===== src/rtl/ram_port_arbiter.sv =====
// Two-master arbiter for a single synchronous data-RAM port.
// Muxes the granted master onto the RAM and steers one-cycle-late read data back to the issuer.
module ram_port_arbiter #(
    parameter int unsigned ADDR_WIDTH = 12,
    parameter int unsigned DATA_WIDTH = 32,
    parameter string       POLICY     = "FIXED",
    parameter int unsigned MAX_HOLD   = 4
) (
    input  logic                  clk_i,
    input  logic                  rst_i,

    input  logic [ADDR_WIDTH-1:0] m0_addr_i,
    input  logic [DATA_WIDTH-1:0] m0_data_i,
    input  logic                  m0_wr_w_i,
    input  logic                  m0_wr_h_i,
    input  logic                  m0_wr_b_i,
    input  logic                  m0_rd_i,
    output logic                  m0_gnt_o,
    output logic [DATA_WIDTH-1:0] m0_data_o,
    output logic                  m0_rd_valid_o,

    input  logic [ADDR_WIDTH-1:0] m1_addr_i,
    input  logic [DATA_WIDTH-1:0] m1_data_i,
    input  logic                  m1_wr_w_i,
    input  logic                  m1_wr_h_i,
    input  logic                  m1_wr_b_i,
    input  logic                  m1_rd_i,
    output logic                  m1_gnt_o,
    output logic [DATA_WIDTH-1:0] m1_data_o,
    output logic                  m1_rd_valid_o,

    output logic [ADDR_WIDTH-1:0] ram_addr_o,
    output logic                  ram_cs_o,
    output logic [DATA_WIDTH-1:0] ram_data_o,
    output logic                  ram_write_w_o,
    output logic                  ram_write_h_o,
    output logic                  ram_write_b_o,
    input  logic [DATA_WIDTH-1:0] ram_data_i
);

    localparam int unsigned   HOLD_W   = 4;
    localparam bit            RR       = (POLICY == "ROUND_ROBIN");
    localparam logic [HOLD_W-1:0] HOLD_MAX = HOLD_W'(MAX_HOLD);
    localparam logic          OWN_M0   = 1'b0;
    localparam logic          OWN_M1   = 1'b1;

    logic              m0_wr, m1_wr;
    logic              m0_req, m1_req, both_req;
    logic              gnt0, gnt1;

    logic              last_owner_q, last_owner_d;
    logic [HOLD_W-1:0] hold_cnt_q, hold_cnt_d;
    logic              rd_pend0_q, rd_pend0_d;
    logic              rd_pend1_q, rd_pend1_d;

    assign m0_wr    = m0_wr_w_i | m0_wr_h_i | m0_wr_b_i;
    assign m1_wr    = m1_wr_w_i | m1_wr_h_i | m1_wr_b_i;
    assign m0_req   = m0_rd_i | m0_wr;
    assign m1_req   = m1_rd_i | m1_wr;
    assign both_req = m0_req & m1_req;

    // Grant decision; nothing is granted while reset is held.
    always_comb begin
        gnt0 = 1'b0;
        gnt1 = 1'b0;
        if (!rst_i) begin
            if (both_req) begin
                if (RR) begin
                    gnt1 = (last_owner_q == OWN_M0);
                end else begin
                    gnt1 = (last_owner_q == OWN_M0) && (hold_cnt_q == HOLD_MAX);
                end
                gnt0 = ~gnt1;
            end else begin
                gnt0 = m0_req;
                gnt1 = m1_req;
            end
        end
    end

    // Ownership/hold bookkeeping and read-return tracking.
    always_comb begin
        last_owner_d = last_owner_q;
        hold_cnt_d   = hold_cnt_q;
        rd_pend0_d   = gnt0 & m0_rd_i & ~m0_wr;
        rd_pend1_d   = gnt1 & m1_rd_i & ~m1_wr;
        if (gnt0 || gnt1) begin
            last_owner_d = gnt1 ? OWN_M1 : OWN_M0;
            if ((last_owner_d == last_owner_q) && both_req) begin
                hold_cnt_d = (hold_cnt_q >= HOLD_MAX) ? HOLD_MAX : hold_cnt_q + HOLD_W'(1);
            end else begin
                hold_cnt_d = HOLD_W'(1);
            end
        end
    end

    always_ff @(posedge clk_i or posedge rst_i) begin
        if (rst_i) begin
            last_owner_q <= OWN_M1;
            hold_cnt_q   <= '0;
            rd_pend0_q   <= 1'b0;
            rd_pend1_q   <= 1'b0;
        end else begin
            last_owner_q <= last_owner_d;
            hold_cnt_q   <= hold_cnt_d;
            rd_pend0_q   <= rd_pend0_d;
            rd_pend1_q   <= rd_pend1_d;
        end
    end

    // RAM port mux; idle port drives all zeros.
    always_comb begin
        ram_addr_o    = '0;
        ram_data_o    = '0;
        ram_write_w_o = 1'b0;
        ram_write_h_o = 1'b0;
        ram_write_b_o = 1'b0;
        if (gnt0) begin
            ram_addr_o    = m0_addr_i;
            ram_data_o    = m0_data_i;
            ram_write_w_o = m0_wr_w_i;
            ram_write_h_o = m0_wr_h_i;
            ram_write_b_o = m0_wr_b_i;
        end else if (gnt1) begin
            ram_addr_o    = m1_addr_i;
            ram_data_o    = m1_data_i;
            ram_write_w_o = m1_wr_w_i;
            ram_write_h_o = m1_wr_h_i;
            ram_write_b_o = m1_wr_b_i;
        end
    end

    assign ram_cs_o = gnt0 | gnt1;

    assign m0_gnt_o      = gnt0;
    assign m1_gnt_o      = gnt1;
    assign m0_rd_valid_o = rd_pend0_q;
    assign m1_rd_valid_o = rd_pend1_q;
    // Read data is gated to zero off-cycle so the returns can be OR-combined.
    assign m0_data_o     = rd_pend0_q ? ram_data_i : '0;
    assign m1_data_o     = rd_pend1_q ? ram_data_i : '0;

endmodule


===== config.mk =====
export PLATFORM = sky130hd
export DESIGN_NAME = ram_port_arbiter
export DESIGN_NICKNAME = d
export VERILOG_FILES = /design/src/rtl/ram_port_arbiter.sv
export SDC_FILE = /design/constraint.sdc
export NUM_CORES = 1
export LEC_CHECK = 0
export ABC_CLOCK_PERIOD_IN_PS = 3000
export BUFFER_PORTS_ARGS = -buffer_cell sky130_fd_sc_hd__buf_4
export CAP_MARGIN = 20
export CORE_AREA = 2 2 96 98
export CTS_CLUSTER_SIZE = 40
export DETAILED_ROUTE_END_ITERATION = 12
export DIE_AREA = 0 0 98 100
export PLACE_DENSITY = 0.58
export SYNTH_ARGS = -nofsm -noshare
export SYNTH_HDL_FRONTEND = slang
export SYNTH_SLANG_ARGS = --single-unit

===== constraint.sdc =====
create_clock -name clk_i -period 3 [get_ports clk_i]
set_input_delay 0.6 -clock clk_i [delete_from_list [all_inputs] [get_ports clk_i]]
set_output_delay 0.6 -clock clk_i [all_outputs]
set_load 0.03 [all_outputs]

==> metrics, run 1 <==
die area 9800 sq um; cts hold-fix bufs 0; met3 usage 0.0279; Max clock buf depth 2; Routed WL per cell 13.9 microns; Placed Instance Area roughly 3300 sq um; Vias 2208; Max Fclk 359 MHz; clk slew on worst S/H paths 0.04 ns; Avg Vias per Cell 4.27; final period utilization 0.929; startpoint types register; Crit Reg-Reg Startpoint hold_cnt_q[0]$_DFFE_PP0P_; Syn Inst Count 168; CTS Root Cell clkbuf_8; Switching Share 0.443; initial antenna violation count 0; Starting Density 0.153; measured slew at the worst slew-check pin 0.775 ns; Setup Skew approximately 0.0030 ns; CP Data Arrival Time 2.19 ns; worst path required time 2.40 ns; Post-DP HPWL 6320 microns; Area Growth Syn to Fin 143%; CP max FO 30; Seq/Total Area, Yosys 0.129; Final #Nets 539; unrepaired setup endpoints after global routing false; chip width 98 microns; Setup TNS 0 ns; H-tree depth reported by CTS 1; post-synth cell types 29; initial drt markers 45; Pint ~0.00053 W; GRT Total Usage 0.132; post-CTS sizing 0; Syn Std Cell Area 1360 sq um; Final min period 2.79 ns; CTS sink count 7; fin. max-slew vios 0; Hold WC Path Type input pin to async pin; met2 Resource Use GR 0.267; antenna viol nets, final 0; synthesized flop and latch total 7; row cnt 35; total power 0.000960 W; P_sw 0.000425 W; share of layout cells above drive strength 1 0.643; CP startpoint hold_cnt_q[0]$_DFFE_PP0P_; final setup violating endpoints 0; Slew HR 0.483; final core occ 0.373; most frequent cells in the layout buf_4 (249), and2_1 (64), a22o_1 (47), dfrtp_1 (6), nor2_1 (4); global route overflow 0; area of the multi-input gates 1050 sq um; max-cap violations 0; Leak 1.88 nW; syn_nets 300; Cell Pwr Density a little under 300 nW/um^2; post-synthesis average cell area just over 8 sq um; Post-CTS Setup Repair Bufs 0; most common cell after layout, fill and taps aside buf_4; layer with the highest usage met2; Worst Setup Path Type register to output pin; yosys warns 0; Antenna Cells 0; Worst Setup End Kind output pin; Comb pwr share 0.721; largest net degree at the start of global routing 39; CTS tree yes; Final GP Congestion about 0.76; status finished clean; total CTS buffers 3; R2R setup slack 1.27 ns; final wirelength 7180 microns; first-pass GRT wire length 10500 microns; DRC viols 0; IO Pins ~250; Die H around 100 microns; flip-flop and latch area about 180 sq um; Clk Latency, worst-skew pair 0.23 ns; port buffer count 245; DRT Pass-1 Iters 4; met1 global-route usage 0.134; fin area 3320 sq um; clock power share 0.137; filler cell count 920; Peak VDD IR 0.0000972 V; final-report hold violation count 0; Core ar. 8890 sq um; Reg power frac 0.142; number of global-route vias before repair 2151
## stage by stage
step	setup slack, ns	hold WS, ns	std cells
2_1_floorplan	0.465	0.369	168
3_3_place_gp	0.349	0.523	513
3_5_place_dp	0.347	0.521	513
4_1_cts	0.192	0.317	517
5_1_grt	0.0904	0.333	517
6_report	0.214	0.311	517
## layer usage
layer	part of all wire	wire length (microns)
met5	0	0
met4	0.012	87
met3	0.11	758
met2	0.56	3990
met1	0.33	2340
## flip-flops by register name (all words and copies together) (netlist names)
name           flops
hold_cnt_q         4
last_owner_q       1
m0_rd_valid_o      1
m1_rd_valid_o      1
## Yosys cell counts, drive strengths merged
cell	count	area share
and3	2	0.0092
nor4bb	1	0.0073
buf	10	0.075
dfstp	1	0.019
nand2	2	0.0055
dfrtp	6	0.11
inv	4	0.011
nor4	2	0.031
o21ai	1	0.0037
a21o	1	0.0055
nor3	5	0.030
a21oi	2	0.0073
nand4bb	1	0.0083
ha	2	0.018
nor2b	1	0.0046
nand3	2	0.0073
a2bb2oi	1	0.0064
or2	1	0.0046
clkbuf	6	0.017
and2	64	0.29
nor2	5	0.016
a22o	47	0.30
nor4b	1	0.0064
## final cells by class
type / instances / area share
Sequential cell: 7 / 0.0532
Multi-Input combinational cell: 141 / 0.317
Clock buffer: 4 / 0.0136
Inverter: 4 / 0.00453
Tap cell: 111 / 0.0419
Timing Repair Buffer: 250 / 0.570
## logic make-up (layout without fill, tap and decap cells)
logic type / count (synthesis) / count (layout) / share of synthesized area
AO/OA/AOI/OAI: 52 / 52 / 0.325
buffers and inverters: 20 / 258 / 0.103
AND/OR/NAND/NOR: 87 / 87 / 0.424
adder cells (fa/ha/maj): 2 / 2 / 0.0184
flip-flops: 7 / 7 / 0.129
## power by group through the flow
stage,clock network (W),registers (W),logic [W]
floorplan,0,0.000131,0.000396
global placement,0,0.000137,0.000690
detailed placement,0,0.000138,0.000698
CTS,0.000133,0.000136,0.000700
global route,0.000138,0.000140,0.000741
finish,0.000132,0.000136,0.000692
## worst max-delay path: stages, from the launching register on
cell and delay, ns:
dfrtp_1 0.39, inv_1 0.09, ha_1 0.17, nor4bb_1 0.32, nor2_1 0.12, nor3_4 0.13, buf_4 0.33, a22o_1 0.22
buf_4 0.17
## worst paths after layout
| path | end | cells after the start |
|---|---|---|
| setup / recovery | ram_data_o[16] | 8 |
| hold / removal | hold_cnt_q[1]$_DFFE_PP0P_ | 2 |
| setup reg to reg | m1_rd_valid_o$_DFF_PP0_ | 7 |
| hold reg to reg | last_owner_q$_DFFE_PP1P_ | 1 |
| max in group asynchronous | last_owner_q$_DFFE_PP1P_ | 2 |
| min in group clk_i | last_owner_q$_DFFE_PP1P_ | 1 |
No activity file was read; power rests on OpenSTA's default activity.
==> inputs of run 2 (changes only) <==
- BUFFER_PORTS_ARGS: -buffer_cell sky130_fd_sc_hd__buf_4 -> -buffer_cell sky130_fd_sc_hd__buf_2
- CELL_PAD_IN_SITES_DETAIL_PLACEMENT: unset -> 2
- CELL_PAD_IN_SITES_GLOBAL_PLACEMENT: unset -> 2
- CORE_AREA: 2 2 96 98 -> unset
- CORE_MARGIN: unset -> 3
- CORE_UTILIZATION: unset -> 11
- DIE_AREA: 0 0 98 100 -> unset
- PLACE_DENSITY: 0.58 -> 0.9
==> metrics, run 2 (synthesis gave the netlist of run 1 again) <==
status finished clean (unchanged); Crit Reg-Reg Startpoint hold_cnt_q[0]$_DFFE_PP0P_ (unchanged); IO Pins 246 (unchanged); chip width 117 microns (was 98 microns); startpoint types register (unchanged); Max clock buf depth 2 (unchanged); Setup Skew 0.000431 ns (was 0.00300 ns); Cell Pwr Density 347 nW/um^2 (was 289 nW/um^2); Peak VDD IR 0.000134 V (was 0.0000972 V); met3 usage 0.0360 (was 0.0279); Max Fclk 353 MHz (was 359 MHz); Hold WC Path Type input pin to async pin (unchanged); Worst Setup End Kind output pin (unchanged); final-report hold violation count 0 (unchanged); die area 13800 sq um (was 9800 sq um); worst path required time 2.40 ns (about the same); Final #Nets 538 (was 539); Slew HR 0.467 (was 0.483); measured slew at the worst slew-check pin 0.799 ns (was 0.775 ns); Core ar. 12100 sq um (was 8890 sq um); GRT Total Usage 0.111 (was 0.132); first-pass GRT wire length 12000 microns (was 10500 microns); final period utilization 0.943 (was 0.929); CP startpoint hold_cnt_q[0]$_DFFE_PP0P_ (unchanged); filler cell count 1452 (was 920); Setup TNS 0 ns (unchanged); R2R setup slack 1.23 ns (was 1.27 ns); H-tree depth reported by CTS 1 (unchanged); CP max FO 49 (was 30); DRC viols 0 (unchanged); Post-CTS Setup Repair Bufs 0 (unchanged); antenna viol nets, final 0 (unchanged); met2 Resource Use GR 0.210 (was 0.267); cts hold-fix bufs 0 (unchanged); crit path max-delay cell type dfrtp_1 (unchanged); max incr delay on CP 0.39 ns (about the same); final wirelength 8940 microns (was 7180 microns); CP Data Arrival Time 2.23 ns (was 2.19 ns); Final GP Congestion 0.749 (was 0.758); met1 global-route usage 0.116 (was 0.134); Routed WL per cell 15.6 microns (was 13.9 microns); layer with the highest usage met2 (unchanged); CP Cell Sequence inv_1 > ha_1 > nor4bb_2 > nor2_1 > nor3_4 > buf_12 > a22o_1 > buf_2 (was inv_1 > ha_1 > nor4bb_1 > nor2_1 > nor3_4 > buf_4 > a22o_1 > buf_4); Post-DP HPWL 7950 microns (was 6320 microns); Clk Latency, worst-skew pair 0.23 ns (about the same); row cnt 40 (was 35); final setup violating endpoints 0 (unchanged); number of global-route vias before repair 2358 (was 2151); total CTS buffers 3 (unchanged); largest net degree at the start of global routing 50 (was 39); most common cell after layout, fill and taps aside buf_2 (was buf_4); share of layout cells above drive strength 1 0.644 (was 0.643); Reg2Reg Depth 7 (unchanged); unrepaired setup endpoints after global routing false (unchanged); clk slew on worst S/H paths 0.04 ns (about the same); most frequent cells in the layout buf_2 (245), and2_1 (64), a22o_1 (47), dfrtp_1 (6), nor2_1 (4) (was buf_4 (249), and2_1 (64), a22o_1 (47), dfrtp_1 (6), nor2_1 (4)); Vias 2301 (was 2208); fin. max-slew vios 0 (unchanged); max-cap violations 0 (unchanged); DRT Pass-1 Iters 4 (unchanged); initial antenna violation count 2 (was 0); Placed Instance Area 2740 sq um (was 3270 sq um); Area Growth Syn to Fin 107% (was 143%); Worst Setup Path Type register to output pin (unchanged); global route overflow 0 (unchanged); port buffer count 245 (unchanged); Reg2Reg Capture Point m1_rd_valid_o$_DFF_PP0_ (unchanged); Die H 117 microns (was 100 microns); fin area 2820 sq um (was 3320 sq um); Final min period 2.83 ns (was 2.79 ns); initial drt markers 53 (was 45); Avg Vias per Cell 4.01 (was 4.27); most flop-heavy register hold_cnt_q (unchanged); max FFs per register 4 (unchanged); CTS tree yes (unchanged); CTS sink count 7 (unchanged); Leak 1.77 nW (was 1.88 nW); CTS Root Cell clkbuf_16 (was clkbuf_8); Starting Density 0.113 (was 0.153)
[run 2: power breakdown]
part / internal, W / switching [W] / total [W]
clock network: 0.000177 / 0.0000509 / 0.000228
registers: 0.000117 / 0.0000218 / 0.000139
logic: 0.000234 / 0.000380 / 0.000614
[run 2: worst max-delay path by stage]
stage,to,slack [ns],cells past startpoint
after floorplan,ram_addr_o[0],0.46,5
after global placement,ram_data_o[30],0.35,8
after detailed placement,ram_data_o[29],0.32,7
after CTS,ram_data_o[29],0.07,8
after global routing,ram_data_o[29],0.02,8
final,ram_data_o[29],0.17,8
[run 2: final cells by class]
type | instances | area (sq um) | share of cell area
Timing Repair Buffer | 249 | 1280 | 0.454
Multi-Input combinational cell | 141 | 1060 | 0.375
Tap cell | 168 | 210 | 0.0745
Sequential cell | 7 | 176 | 0.0625
Clock buffer | 4 | 78.8 | 0.0279
Inverter | 4 | 15.0 | 0.00532
Antenna cell | 1 | 2.50 | 0.000887
[run 2: what timing repair did]
action | 4_1_cts | 5_1_grt
endpoints found under the hold margin | 0 | 0
gates resized for setup | 0 | 1
endpoints found under the setup margin | 0 | 8
[run 2: metal layers]
| layer | vias up | part of all wire |
|---|---|---|
| li1 | 1081 | - |
| met3 | 6 | 0.13 |
| met1 | 1044 | 0.35 |
| met4 | 2 | 0.011 |
| met5 | - | 0.0015 |
| met2 | 168 | 0.51 |
[run 2: worst max-delay path: cells and delay by family (launching register included)]
family,cells,cell delay (ns)
buffers and inverters,3,0.57
AO/OA/AOI/OAI,1,0.23
adder cells (fa/ha/maj),1,0.18
flip-flops,1,0.39
AND/OR/NAND/NOR,3,0.62
[run 2: through the flow]
| step | setup WS (ns) | utilization | power (W) | instances | hold WS (ns) |
|---|---|---|---|---|---|
| 2_1_floorplan | 0.465 | - | 0.000528 | 168 | 0.369 |
| 3_3_place_gp | 0.349 | 0.227 | 0.000733 | 569 | 0.517 |
| 3_5_place_dp | 0.321 | 0.227 | 0.000758 | 569 | 0.536 |
| 4_1_cts | 0.0682 | 0.233 | 0.000991 | 573 | 0.344 |
| 5_1_grt | 0.0229 | 0.234 | 0.00104 | 574 | 0.345 |
| 6_report | 0.171 | 0.234 | 0.000980 | 574 | 0.339 |
==> inputs of run 3 (changes only) <==
- ABC_AREA: unset -> 1
- PLACE_DENSITY: 0.9 -> 0.95
==> metrics, run 3 <==
final period utilization 0.888 (was 0.943); CP max FO 43 (was 49); Syn Std Cell Area 1540 sq um (was 1360 sq um); asr flop ratio synth 1.00 (unchanged); CP Data Arrival Time 2.06 ns (was 2.23 ns); cts hold-fix bufs 0 (unchanged); final-report hold violation count 0 (unchanged); Inst Count DP 745 (was 569); CTS tree yes (unchanged); max-cap violations 0 (unchanged); Synth area leader nand2_1 (was a22o_1); CTS sink count 7 (unchanged); initial drt markers 45 (was 53); Post-synth EDFFs 0 (unchanged); row cnt 42 (was 40); Hold WC Path Type input pin to async pin (unchanged); measured slew at the worst slew-check pin 0.678 ns (was 0.799 ns); die area 15500 sq um (was 13800 sq um); combinational family with the most area after synthesis simple AND/OR/NAND/NOR gates (unchanged); synthesized flop and latch total 7 (unchanged); final setup violating endpoints 0 (unchanged); Pint 0.000530 W (was 0.000528 W); port buffer count 245 (unchanged); number of global-route vias before repair 3135 (was 2358); Setup Skew 0.00108 ns (was 0.000431 ns); most common cell in the netlist nand2_1 (was and2_1); Final min period 2.66 ns (was 2.83 ns); Max Fclk 375 MHz (was 353 MHz); GRT Total Usage 0.123 (was 0.111); Synth Area in Compound Gates 0.0373 (was 0.325); yosys warns 0 (unchanged); chip width 124 microns (was 117 microns); DRT Pass-1 Iters 4 (unchanged); most frequent cells in the layout buf_2 (245), nand2_1 (202), inv_1 (77), o21ai_0 (8) (was buf_2 (245), and2_1 (64), a22o_1 (47), dfrtp_1 (6), nor2_1 (4)); Final GP Congestion 0.752 (was 0.749); crit path max-delay cell type dfrtp_1 (unchanged); worst path required time 2.40 ns (about the same); Switching Share 0.530 (was 0.461); Non-Filler Instances 749 (was 574); Simple-Gate Fraction of Synth Area 0.573 (was 0.424); mux cell area share after synthesis 0 (unchanged); most flop-heavy register hold_cnt_q (unchanged); Avg Vias per Cell 3.87 (was 4.01); total CTS buffers 3 (unchanged); initial antenna violation count 0 (was 2); Syn Inst Count 334 (was 168); prevailing post-synth register cell dfrtp_1 (unchanged); Slew HR 0.548 (was 0.467); top post-synthesis cells by area nand2_1 (49%), inv_1 (19%), dfrtp_1 (9.7%) (was a22o_1 (30%), and2_1 (29%), dfrtp_1 (11%)); Setup TNS 0 ns (unchanged); Peak VDD IR 0.000149 V (was 0.000134 V); Core ar. 13500 sq um (was 12100 sq um); Reg power frac 0.122 (was 0.141); antenna viol nets, final 0 (unchanged); CP Cell Sequence inv_1 > ha_1 > nand4_1 > a21oi_4 > buf_12 > nand2_1 > nand2_1 > buf_2 (was inv_1 > ha_1 > nor4bb_2 > nor2_1 > nor3_4 > buf_12 > a22o_1 > buf_2); status finished clean (unchanged); Vias 2899 (was 2301); max incr delay on CP 0.40 ns (was 0.39 ns); layer with the highest usage met2 (unchanged); hold_ws 0.417 ns (was 0.339 ns); Worst Setup End Kind output pin (unchanged); Area Growth Syn to Fin 96.1% (was 107%); Leak 2.46 nW (was 1.77 nW); Crit path top cell by count nand2_1; startpoint types register (unchanged); Antenna Cells 0 (was 1); Comb pwr share 0.674 (was 0.626); Starting Density 0.115 (was 0.113); Clk Latency, worst-skew pair 0.23 ns (about the same); unrepaired setup endpoints after global routing false (unchanged); final wirelength 9980 microns (was 8940 microns); IO Pins 246 (unchanged); met1 global-route usage 0.121 (was 0.116); clock power share 0.204 (was 0.232); global route overflow 0 (unchanged); max FFs per register 4 (unchanged); P_sw 0.000597 W (was 0.000452 W); H-tree depth reported by CTS 1 (unchanged); Max clock buf depth 2 (unchanged); Worst Setup Path Type register to output pin (unchanged); met2 Resource Use GR 0.253 (was 0.210); largest net degree at the start of global routing 46 (was 50); post-synthesis average cell area 4.62 sq um (was 8.11 sq um); final core occ 0.225 (was 0.234); DRC viols 0 (unchanged); worst path buffer plus inverter count 3 (unchanged); Seq/Total Area, Yosys 0.114 (was 0.129); first-pass GRT wire length 15800 microns (was 12000 microns); CTS Root Cell clkbuf_16 (unchanged); Synth top cells by count nand2_1 (202), inv_1 (77), o21ai_0 (8) (was and2_1 (64), a22o_1 (47), buf_6 (6), clkbuf_1 (6), dfrtp_1 (6)); Synth Area in XOR/XNOR 0 (unchanged); post-CTS sizing 0 (unchanged); Post-CTS Setup Repair Bufs 0 (unchanged); clk slew on worst S/H paths 0.04 ns (about the same); Final #Nets 706 (was 538); post-synth cell types 22 (was 29); Routed WL per cell 13.3 microns (was 15.6 microns); met3 usage 0.0339 (was 0.0360); Die H 124 microns (was 117 microns); cell family with most CP delay buffers and inverters (was simple AND/OR/NAND/NOR gates); syn_nets 466 (was 300); Synth Area in Adders 0.0162 (was 0.0184); Post-DP HPWL 8940 microns (was 7950 microns); most common cell after layout, fill and taps aside buf_2 (unchanged); share of layout cells above drive strength 1 0.461 (was 0.644); post-synth top area share 0.492 (was 0.302); Cell Pwr Density 373 nW/um^2 (was 347 nW/um^2); fin. max-slew vios 0 (unchanged)
==> run 3: layout make-up <==
type                    count  area [sq um]
inverters                  78           298
fillers                  1783         10400
repair buffers            250          1280
clock buffers               4          78.8
multi-input cells         234           973
well taps                 176           220
flip-flops and latches      7           176
==> run 3: worst register-to-register path, cell delays in order, from the launching register on <==
cell and delay [ns]:
dfrtp_1 0.40, inv_1 0.08, ha_1 0.17, nand4_1 0.23, a21oi_4 0.34, inv_1 0.09, o21ai_0 0.08
==> run 3: per-layer routing <==
metal,routed length [microns],share of wire
met5,0,0
met4,68,0.0068
met1,3410,0.34
met2,5530,0.55
met3,971,0.097
==> run 3: kinds of logic (layout without fill, tap and decap cells) <==
family | count (synthesis) | count (layout)
buf+inv | 93 | 332
simple gates | 222 | 222
fa+ha+maj | 2 | 2
flops | 7 | 7
compound gates | 10 | 10
==> run 3: stage by stage <==
| stage | cell area, sq um | power, W | worst slack [ns] |
|---|---|---|---|
| final | 3020 | 0.00113 | 0.336 |
| after global routing | 3020 | 0.00123 | 0.149 |
| after CTS | 3020 | 0.00115 | 0.292 |
| after detailed placement | 2940 | 0.000913 | 0.422 |
| after global placement | 2940 | 0.000887 | 0.450 |
| after floorplan | 1540 | 0.000637 | 0.607 |
==> run 3: path summary, 6_finish.rpt <==
path / to / startpoint / cells past startpoint / slack [ns]
max in group asynchronous: last_owner_q$_DFFE_PP1P_ / rst_i / 3 / 2.36
hold / removal: hold_cnt_q[0]$_DFFE_PP0P_ / rst_i / 3 / 0.42
setup reg to reg: last_owner_q$_DFFE_PP1P_ / hold_cnt_q[0]$_DFFE_PP0P_ / 6 / 1.53
min in group clk_i: hold_cnt_q[3]$_DFFE_PP0P_ / hold_cnt_q[3]$_DFFE_PP0P_ / 2 / 0.55
hold reg to reg: hold_cnt_q[3]$_DFFE_PP0P_ / hold_cnt_q[3]$_DFFE_PP0P_ / 2 / 0.55
setup / recovery: ram_addr_o[3] / hold_cnt_q[0]$_DFFE_PP0P_ / 8 / 0.34
==> run 3: power groups by stage <==
stage,clock [W],sequential [W],combinational (W)
global route,0.000244,0.000142,0.000840
CTS,0.000236,0.000138,0.000778
finish,0.000230,0.000137,0.000761
detailed placement,0,0.000139,0.000774
floorplan,0,0.000134,0.000503
global placement,0,0.000138,0.000749
